### src/rtl/adder_arb_pkg.sv
`default_nettype none
// ============================================================================
// Module      : adder_arb_pkg
// Description : Shared definitions for the adder arbiter. This package holds
//               the default parameters, the FSM state encoding and a one-hot
//               helper function.
// Revision    : 1.0 - initial release
// ============================================================================
package adder_arb_pkg;

    // Default configuration
    localparam int c_DEF_N   = 4;
    localparam int c_DEF_W   = 4;
    localparam int c_DEF_LAT = 1;

    // Largest supported requester count and the index width that covers it
    localparam int c_MAX_N   = 8;
    localparam int c_IDX_W   = 3;

    // FSM state encoding
    localparam logic [1:0] c_IDLE  = 2'd0;
    localparam logic [1:0] c_ISSUE = 2'd1;
    localparam logic [1:0] c_WAIT  = 2'd2;
    localparam logic [1:0] c_RESP  = 2'd3;

    // One-hot decode of a requester index. The caller truncates the result
    // to its own requester count.
    function automatic logic [c_MAX_N-1:0] onehot(input logic [c_IDX_W-1:0] idx);
        logic [c_MAX_N-1:0] v;
        v      = '0;
        v[idx] = 1'b1;
        return v;
    endfunction

endpackage
`default_nettype wire

### src/rtl/adder_arbiter_rr_pick.sv
`default_nettype none
// ============================================================================
// Module      : rr_pick
// Description : Combinational round-robin picker. The search starts one past
//               i_ptr and wraps modulo N. The first requester found with its
//               bit set wins.
// Ports       : i_req   [N]  request vector
//               i_ptr   [IW] index of the requester granted last
//               o_idx   [IW] winning index (0 when nothing is requested)
//               o_valid      at least one request is present
// Revision    : 1.0 - initial release
// ============================================================================
module rr_pick
    import adder_arb_pkg::*;
#(
    parameter int N  = c_DEF_N,
    parameter int IW = 2
) (
    input  logic [N-1:0]  i_req,
    input  logic [IW-1:0] i_ptr,
    output logic [IW-1:0] o_idx,
    output logic          o_valid
);

    logic [IW-1:0] w_pos;

    // Scan from the farthest candidate (ptr+N, i.e. ptr itself) down to the
    // nearest one (ptr+1). The last hit written is therefore the highest
    // priority hit, so no early exit is needed.
    always_comb begin
        o_idx   = '0;
        o_valid = 1'b0;
        w_pos   = '0;
        for (int k = N; k >= 1; k--) begin
            w_pos = IW'((int'(i_ptr) + k) % N);
            if (i_req[w_pos]) begin
                o_idx   = w_pos;
                o_valid = 1'b1;
            end
        end
    end

endmodule
`default_nettype wire

### src/rtl/adder_arbiter.sv
`default_nettype none
// ============================================================================
// Module      : adder_arbiter
// Description : Round-robin controller that shares one registered adder among
//               N requesters. It captures the winner's operands, pulses AddEn,
//               waits LAT cycles and then returns Sum and Overflow with a
//               one-cycle Done pulse to the granted requester.
// Ports       : Clk, Reset (async, active-high)
//               Req[N], ReqA[N*W], ReqB[N*W]   requester side, slice i at [i*W +: W]
//               Grant[N], Done[N]             one-hot, one-cycle pulses
//               Result[W], ResultOvf, Busy    response and status
//               AddA[W], AddB[W], AddEn       adder inputs (registered)
//               AddSum[W], AddOverflow        adder outputs
// Revision    : 1.0 - initial release
// ============================================================================
module adder_arbiter
    import adder_arb_pkg::*;
#(
    parameter int N   = c_DEF_N,
    parameter int W   = c_DEF_W,
    parameter int LAT = c_DEF_LAT
) (
    input  logic           Clk,
    input  logic           Reset,
    input  logic [N-1:0]   Req,
    input  logic [N*W-1:0] ReqA,
    input  logic [N*W-1:0] ReqB,
    output logic [N-1:0]   Grant,
    output logic [N-1:0]   Done,
    output logic [W-1:0]   Result,
    output logic           ResultOvf,
    output logic           Busy,
    output logic [W-1:0]   AddA,
    output logic [W-1:0]   AddB,
    output logic           AddEn,
    input  logic [W-1:0]   AddSum,
    input  logic           AddOverflow
);

    localparam int c_IW = $clog2(N);

    logic [1:0]      r_state;
    logic [c_IW-1:0] r_ptr;
    logic [c_IW-1:0] r_sel;
    logic [1:0]      r_cnt;
    logic [N-1:0]    r_grant;
    logic [N-1:0]    r_done;
    logic [W-1:0]    r_add_a;
    logic [W-1:0]    r_add_b;
    logic            r_add_en;
    logic [W-1:0]    r_result;
    logic            r_result_ovf;

    logic [c_IW-1:0] w_win;
    logic            w_win_valid;
    logic [W-1:0]    w_op_a;
    logic [W-1:0]    w_op_b;

    rr_pick #(
        .N  (N),
        .IW (c_IW)
    ) u_rr_pick (
        .i_req   (Req),
        .i_ptr   (r_ptr),
        .o_idx   (w_win),
        .o_valid (w_win_valid)
    );

    assign w_op_a = ReqA[w_win*W +: W];
    assign w_op_b = ReqB[w_win*W +: W];

    always_ff @(posedge Clk or posedge Reset) begin
        if (Reset) begin
            r_state      <= c_IDLE;
            r_ptr        <= c_IW'(N - 1);   // requester 0 wins first after reset
            r_sel        <= '0;
            r_cnt        <= '0;
            r_grant      <= '0;
            r_done       <= '0;
            r_add_a      <= '0;
            r_add_b      <= '0;
            r_add_en     <= 1'b0;
            r_result     <= '0;
            r_result_ovf <= 1'b0;
        end else begin
            case (r_state)
                c_IDLE: begin
                    if (w_win_valid) begin
                        r_grant  <= N'(onehot(c_IDX_W'(w_win)));
                        r_add_a  <= w_op_a;
                        r_add_b  <= w_op_b;
                        r_add_en <= 1'b1;
                        r_sel    <= w_win;
                        r_state  <= c_ISSUE;
                    end
                end
                c_ISSUE: begin
                    r_grant  <= '0;
                    r_add_en <= 1'b0;
                    r_cnt    <= 2'(LAT - 1);
                    r_ptr    <= r_sel;
                    r_state  <= c_WAIT;
                end
                c_WAIT: begin
                    // The sum is valid in the cycle where the count reaches zero
                    if (r_cnt != 2'd0) begin
                        r_cnt <= r_cnt - 2'd1;
                    end else begin
                        r_result     <= AddSum;
                        r_result_ovf <= AddOverflow;
                        r_done       <= N'(onehot(c_IDX_W'(r_sel)));
                        r_state      <= c_RESP;
                    end
                end
                c_RESP: begin
                    r_done  <= '0;
                    r_state <= c_IDLE;
                end
                default: begin
                    r_state <= c_IDLE;
                end
            endcase
        end
    end

    assign Grant     = r_grant;
    assign Done      = r_done;
    assign Result    = r_result;
    assign ResultOvf = r_result_ovf;
    assign Busy      = (r_state != c_IDLE);
    assign AddA      = r_add_a;
    assign AddB      = r_add_b;
    assign AddEn     = r_add_en;

endmodule
`default_nettype wire

### config.mk
export PLATFORM = sky130hd
export DESIGN_NAME = adder_arbiter
export DESIGN_NICKNAME = d
export VERILOG_FILES = /design/src/rtl/adder_arb_pkg.sv /design/src/rtl/adder_arbiter_rr_pick.sv /design/src/rtl/adder_arbiter.sv
export SDC_FILE = /design/constraint.sdc
export NUM_CORES = 1
export LEC_CHECK = 0
export ABC_CLOCK_PERIOD_IN_PS = 1850
export CORE_ASPECT_RATIO = 1.25
export CORE_MARGIN = 1
export CORE_UTILIZATION = 41
export CTS_BUF_LIST = sky130_fd_sc_hd__clkbuf_4 sky130_fd_sc_hd__clkbuf_8
export CTS_CLUSTER_SIZE = 40
export DETAILED_ROUTE_END_ITERATION = 7
export GPL_ROUTABILITY_DRIVEN = 0
export GPL_TIMING_DRIVEN = 0
export HOLD_SLACK_MARGIN = 0.03
export PLACE_DENSITY = 0.83
export RECOVER_POWER = 50
export SYNTH_ARGS = -nofsm -noshare
export SYNTH_HDL_FRONTEND = slang
export SYNTH_SLANG_ARGS = --single-unit
### constraint.sdc
create_clock -name Clk -period 1.85 [get_ports Clk]
set_input_delay 0.37 -clock Clk [delete_from_list [all_inputs] [get_ports Clk]]
set_output_delay 0.37 -clock Clk [all_outputs]
set_load 0.005 [all_outputs]
==> Yosys cells after proc, flatten, opt, wreduce, memory -nomap -nowiden <==
Cells that the tools add are included.
Widths: inputs -> output; s select.
{ "op_classes": {"n_addsub": 5, "n_lt_le_gt_ge": 8, "n_eq_ne": 6, "shift": 2, "mux": 31, "n_bitwise": 1, "n_reduce_logical": 14} }
{ "ops": {"columns": ["op", "n"], "rows": [
  ["$shiftx 16x5->4", 2],
  ["$pmux 4 s2", 2],
  ["$mux 2", 7],
  ["$lt 2x3->1 const B", 4],
  ["$reduce_and 2->1", 6],
  ["$mux 1", 11],
  ["$reduce_bool 2->1", 5],
  ["$bmux 1 s2", 4],
  ["$lt 2x4->1 const B", 2],
  ["$mux 4", 2],
  ["$pmux 2 s4", 1],
  ["$add 2x1->2 const B", 2],
  ["$add 2x2->2 const B", 2],
  ["$demux 1 s2", 2],
  ["$eq 2x2->1 const B", 2],
  ["$ge 2x1->1 const B", 2],
  ["$ne 2x2->1 const B", 2],
  ["$pmux 2 s2", 1],
  ["$eq 2x1->1 const B", 1],
  ["$logic_and 1x1->1", 2],
  ["$logic_not 2->1", 1],
  ["$ne 2x1->1 const B", 1],
  ["$pmux 1 s2", 1],
  ["$sub 2x1->2 const B", 1],
  ["$not 1->1", 1]
]} }
{ "word_totals": {"reg_bits": 30, "inputBits": 43, "out_inout_bits": 23, "wordCells": 78} }

==> Logic depth before layout (Yosys ltp) <==
{ "logic_depth": {"ltp_word": 13, "depth_mapped": 8, "mapped_depth_nobuf": 7} }

==> Hierarchy <==
A second synthesis with hierarchy kept.
{ "unflattened": {"cells_unflattened": 151, "area_unflattened_um2": 1679.1} }
{ "modules_own_cells": {"columns": ["mod", "instances", "cells_each", "area_each_um2", "seq_area_each_um2"], "rows": [
  ["adder_arbiter", 1, 137, 1587.8, 753.2],
  ["rr_pick", 1, 14, 91.3, 0.0]
]} }

==> Worst setup path before layout <==
OpenSTA, ideal clock, no wires.
{ "synth_timing": {"path_type": "register to register", "from": "reg r_state[0]", "to": "reg r_add_a[0] (netlist: AddA[0])", "setup_ns": 0.126, "arrival_time_ns": 1.607, "t_required_ns": 1.724, "setup_slack_ns": 0.117, "stages_incl_launch_ff": 9, "path_buffers": 1, "synth_period_minus_slack_ns": 1.733, "path_cell_list": "dfrtp_1 > inv_1 > ha_1 > inv_1 > nor2_1 > buf_2 > nand2_2 > a211oi_1 > nor3_1"} }
{ "synth_between": {"elab_chain_cells": 2} }
{ "synth_lines": {"columns": ["element", "line_no", "source"], "rows": [
  ["from (decl)", "adder_arbiter.sv:42", "logic [1:0] r_state;"],
  ["from (signal assigned)", "adder_arbiter.sv:74", "r_state <= c_IDLE;"],
  ["from (signal assigned)", "adder_arbiter.sv:94", "r_state <= c_ISSUE;"],
  ["from (signal assigned)", "adder_arbiter.sv:102", "r_state <= c_WAIT;"],
  ["$logic_not 2->1", "adder_arbiter.sv:86", "case (r_state)"],
  ["$reduce_and 2->1 (no line)", null, null],
  ["to (signal assigned)", "adder_arbiter.sv:90", "r_add_a <= w_op_a;"],
  ["to (decl)", "adder_arbiter.sv:48", "logic [W-1:0] r_add_a;"]
]} }
Every way passes these cells.
A chain may end at the register's enable or synchronous reset.

==> Worst setup path in the final report <==
{ "layout_timing": {"from": "reg r_ptr[0]", "to": "reg r_add_b[2] (netlist: AddB[2])"} }
{ "layout_between": {"elab_chain_cells": 8, "word_cells_on_any_way": 22, "cone_classes": "add/sub: 4; shift: 1; mux: 16; reduce/logical: 1"} }
{ "layout_lines": {"columns": ["element", "line_no", "source"], "rows": [
  ["from (decl)", "adder_arbiter.sv:43", "logic [c_IW-1:0] r_ptr;"],
  ["from (signal assigned)", "adder_arbiter.sv:75", "r_ptr <= c_IW'(N - 1);"],
  ["from (signal assigned)", "adder_arbiter.sv:101", "r_ptr <= r_sel;"],
  ["$add 2x1->2", "adder_arbiter_rr_pick.sv:35", "w_pos = IW'((int'(i_ptr) + k) % N);"],
  ["$bmux 1 s2", "adder_arbiter_rr_pick.sv:36", "if (i_req[w_pos]) begin"],
  ["$mux 1 (not written as such)", "adder_arbiter_rr_pick.sv:36", null],
  ["$mux 2 / $mux 1 (equally long branches) (4 in series)", "adder_arbiter_rr_pick.sv:36", null],
  ["$shiftx 16x5->4 / $reduce_and 2->1 (equally long branches)", null, null],
  ["to (signal assigned)", "adder_arbiter.sv:91", "r_add_b <= w_op_b;"],
  ["to (decl)", "adder_arbiter.sv:49", "logic [W-1:0] r_add_b;"]
]} }
Several ways; a longest one is shown, not always the timed one. The select of a mux whose other input is x is not followed.

==> flow_summary.ini <==
[detailed_routing]
route.detailed.drc = 0
via_count = 1607
via_per_inst = 5.34
first_pass_iters = 4
wl_per_cell_um = 14.9
ant_nets = 0
routed_wirelength_mm = 4.49
drtIter0Drc = 80

[die]
die_area_um2 = 4360
fp.dieW_um = 59.3
die_y_um = 73.6
coreArea_um2 = 3850
initial_core_util_pct = 43.7
ioPinCount = 66
rows = 25

[global_routing]
use_met1_pct = 25.8
grt_pass1_vias = 1552
grt_util_met2_pct = 37.5
antenna_found_initial = 0
grt_use_met3_pct = 4.05
grt_pass1_wl_mm = 7.02
top_usage_layer = met2
grt_overflow = 0
grt_max_degree = 31
grt_usage_pct = 21.5

[final_layout]
final_common_cell = clkdlybuf4s50_1
area_growth_pct = 58.5
drive_gt1_share_pct = 27.5
final_cell_area_um2 = 2660
nets = 294
antennaDiodeCount = 0
num-fill-cells = 308
layout_common_cells = clkdlybuf4s50_1, dfrtp_1, dlygate4sd3_1, and4_2, nor2_1

[pwr]
p_sw_mw = 1.39
p_comb_share_pct = 54.5
p_seq_share_pct = 30.6
p_leak_nw = 1.10
clkPwrFrac_pct = 15.0
peakVddDrop_uv = 627
pwr_density_cell_nw_per_um2 = 1410
intPower_mw = 2.36
netSwitchingFraction_pct = 37.1

[critical_path]
startpoint = r_ptr[0]
reg2regPathDepth = 6
slowest_stage = dfstp_2
startpoint_type = flip-flop
r2r-start = r_ptr[0]
crit_end = AddB[2]
end_kind = flip-flop
worstPathMaxFanout = 10
crit_chain = and2b_1 -> o21ai_4 -> nand3_4 -> buf_6 -> a211oi_1 -> nor3_1
cpPeakStageDelay_ns = 0.57
critical_path_class = reg -> reg
arrival_ns = 1.98
r2r_end = AddB[2]
cp.required_ns = 2.01
ff2ff_setup_slack_ns = 0.04

[hold_path]
holdCritPathClass = reg -> reg

[yosys]
yosys_warnings = 0
syn_nets = 210
synth_top_area_share_pct = 41.7
ys_ff_latch = 30
synth_enable_flop_cells = 0
async_reset_ff_share_pct = 100
synth_flop_cell = dfrtp_1
yosys-top-cells-area = dfrtp_1, and4_2, a211oi_1, mux2_2, ha_1
syn_area_per_cell_um2 = 10.4
ys_types = 40
netlist_instances = 162
synth_seq_area_share_pct = 44.8
synth_top_area_cell = dfrtp_1
synth_area_um2 = 1680

[clocking]
root_buffer = clkbuf_8
numCtsBuffers = 5
cts_tree = yes
clk_pin_slew_ns = 0.07
cts_hold_buf = 0
clock_latency_ns = 0.28
cts_max_level = 2
cts_buffer_depth = 2
clock_sinks = 30

[sta]
max-slew-margin-rel_pct = 23.0
layout_setup_ws_ns = 0.0354
hold_slack_ns = 0.473
fin_skew_ns = 0.00827
setup_viol = 0
worst_slew_pin_slew_ns = 1.15
final.min_clock_period_ns = 1.81
fmax_mhz = 551
final.period_utilization_pct = 98.1
slew_violations = 0
final_hold_viol_count = 0
rsz0062_at_grt = true

[placed_design]
dp_slack_ns = -0.558
port_buffers = 65
dpl_cell_area_um2 = 2400
dp_hpwl_mm = 3.04

[flow_run]
cap_viol_max_count = 0

[run_status]
status = finished clean
[power by group through the flow]
stage                     logic [mW]  clock network [mW]  registers [mW]
final                           2.04               0.562            1.14
after global routing            2.23               0.601            1.18
after floorplan                 1.03                   0            1.15
after CTS                       2.02               0.569            1.15
after global placement          1.79                   0            1.15
after detailed placement        1.84                   0            1.17
[layout make-up]
| type | instances | area (µm²) | share of cell area (%) |
|---|---|---|---|
| Multi-Input combinational cell | 116 | 935 | 35.1 |
| Sequential cell | 30 | 753 | 28.3 |
| Timing Repair Buffer | 77 | 731 | 27.4 |
| Clock buffer | 7 | 90.1 | 3.38 |
| Tap cell | 54 | 67.6 | 2.54 |
| Buffer | 7 | 48.8 | 1.83 |
| Inverter | 9 | 33.8 | 1.27 |
| Clock inverter | 1 | 5.00 | 0.188 |
[repair_timing]
item	in CTS	in global routing
hold endpoints to repair	0	0
pin swaps	2	1
gates resized for setup	17	7
setup endpoints to repair	14	9
buffers inserted	6	6
[synth_stat cells (2+ instances only)]
master     n
mux2_2     6
dfstp_2    2
nand2_1   11
o21ai_1    2
inv_1      9
nor2b_1    3
a22o_1     2
dfrtp_1   28
a211oi_2   2
nor2_1    13
nand2b_1   2
ha_1       5
clkbuf_1   3
nor3_1     8
buf_6      2
o41ai_1    2
a211oi_1  14
and4_2    15
o21ai_2    2
o21ai_0   11
[how the worst min path moves through the flow]
| stage | slack, ns | to | depth (start not counted) | from |
|---|---|---|---|---|
| 6_report | 0.47 | Done[3] | 2 | Done[3] |
| 5_1_grt | 0.51 | Done[3] | 2 | Done[3] |
| 4_1_cts | 0.49 | Done[2] | 2 | Done[2] |
| 3_5_place_dp | 0.46 | Done[2] | 2 | Done[2] |
| 3_3_place_gp | 0.46 | Done[3] | 2 | Done[3] |
| 2_1_floorplan | 0.45 | r_cnt[1] | 2 | r_cnt[1] |
[metal layers]
layer  up-vias  routed length [µm]
met5         -                   0
met4         0                 119
met3        13                 178
met2        52                2330
met1       768                1870
li1        774                   -
[worst max-delay path: cells and delay by family, from the launching register on]
family | cells | cell delay (ns)
DFF | 1 | 0.57
AOI/OAI and AO/OA | 2 | 0.46
buffers and inverters | 1 | 0.20
and+or+nand+nor | 3 | 0.47
[flip-flops by register name, indices dropped and copies added, names as in the netlist]
name and flops:
AddA 4, r_sel 2, Result 4, Grant 4, ResultOvf 1, AddB 4
AddEn 1, r_cnt 2, Done 4, r_state 2, r_ptr 2
[cells by family after synthesis]
group / after synthesis / synth area share (%)
adders and majority gates: 5 / 3.72
muxes: 6 / 4.02
buffers and inverters: 16 / 4.62
AOI/OAI and AO/OA: 40 / 17.3
DFF: 30 / 44.8
and+or+nand+nor: 65 / 25.5
[through the flow]
stage | power [mW] | util (%) | std cells | setup TNS, ns
after floorplan | 2.18 | - | 162 | 0
after global placement | 2.94 | 62.3 | 281 | -6.09
after detailed placement | 3.01 | 62.3 | 281 | -6.78
after CTS | 3.74 | 67.7 | 295 | 0
after global routing | 4.01 | 69.2 | 301 | -0.126
final | 3.75 | 69.2 | 301 | 0
Note: power is estimated with default switching activity, not from simulation.
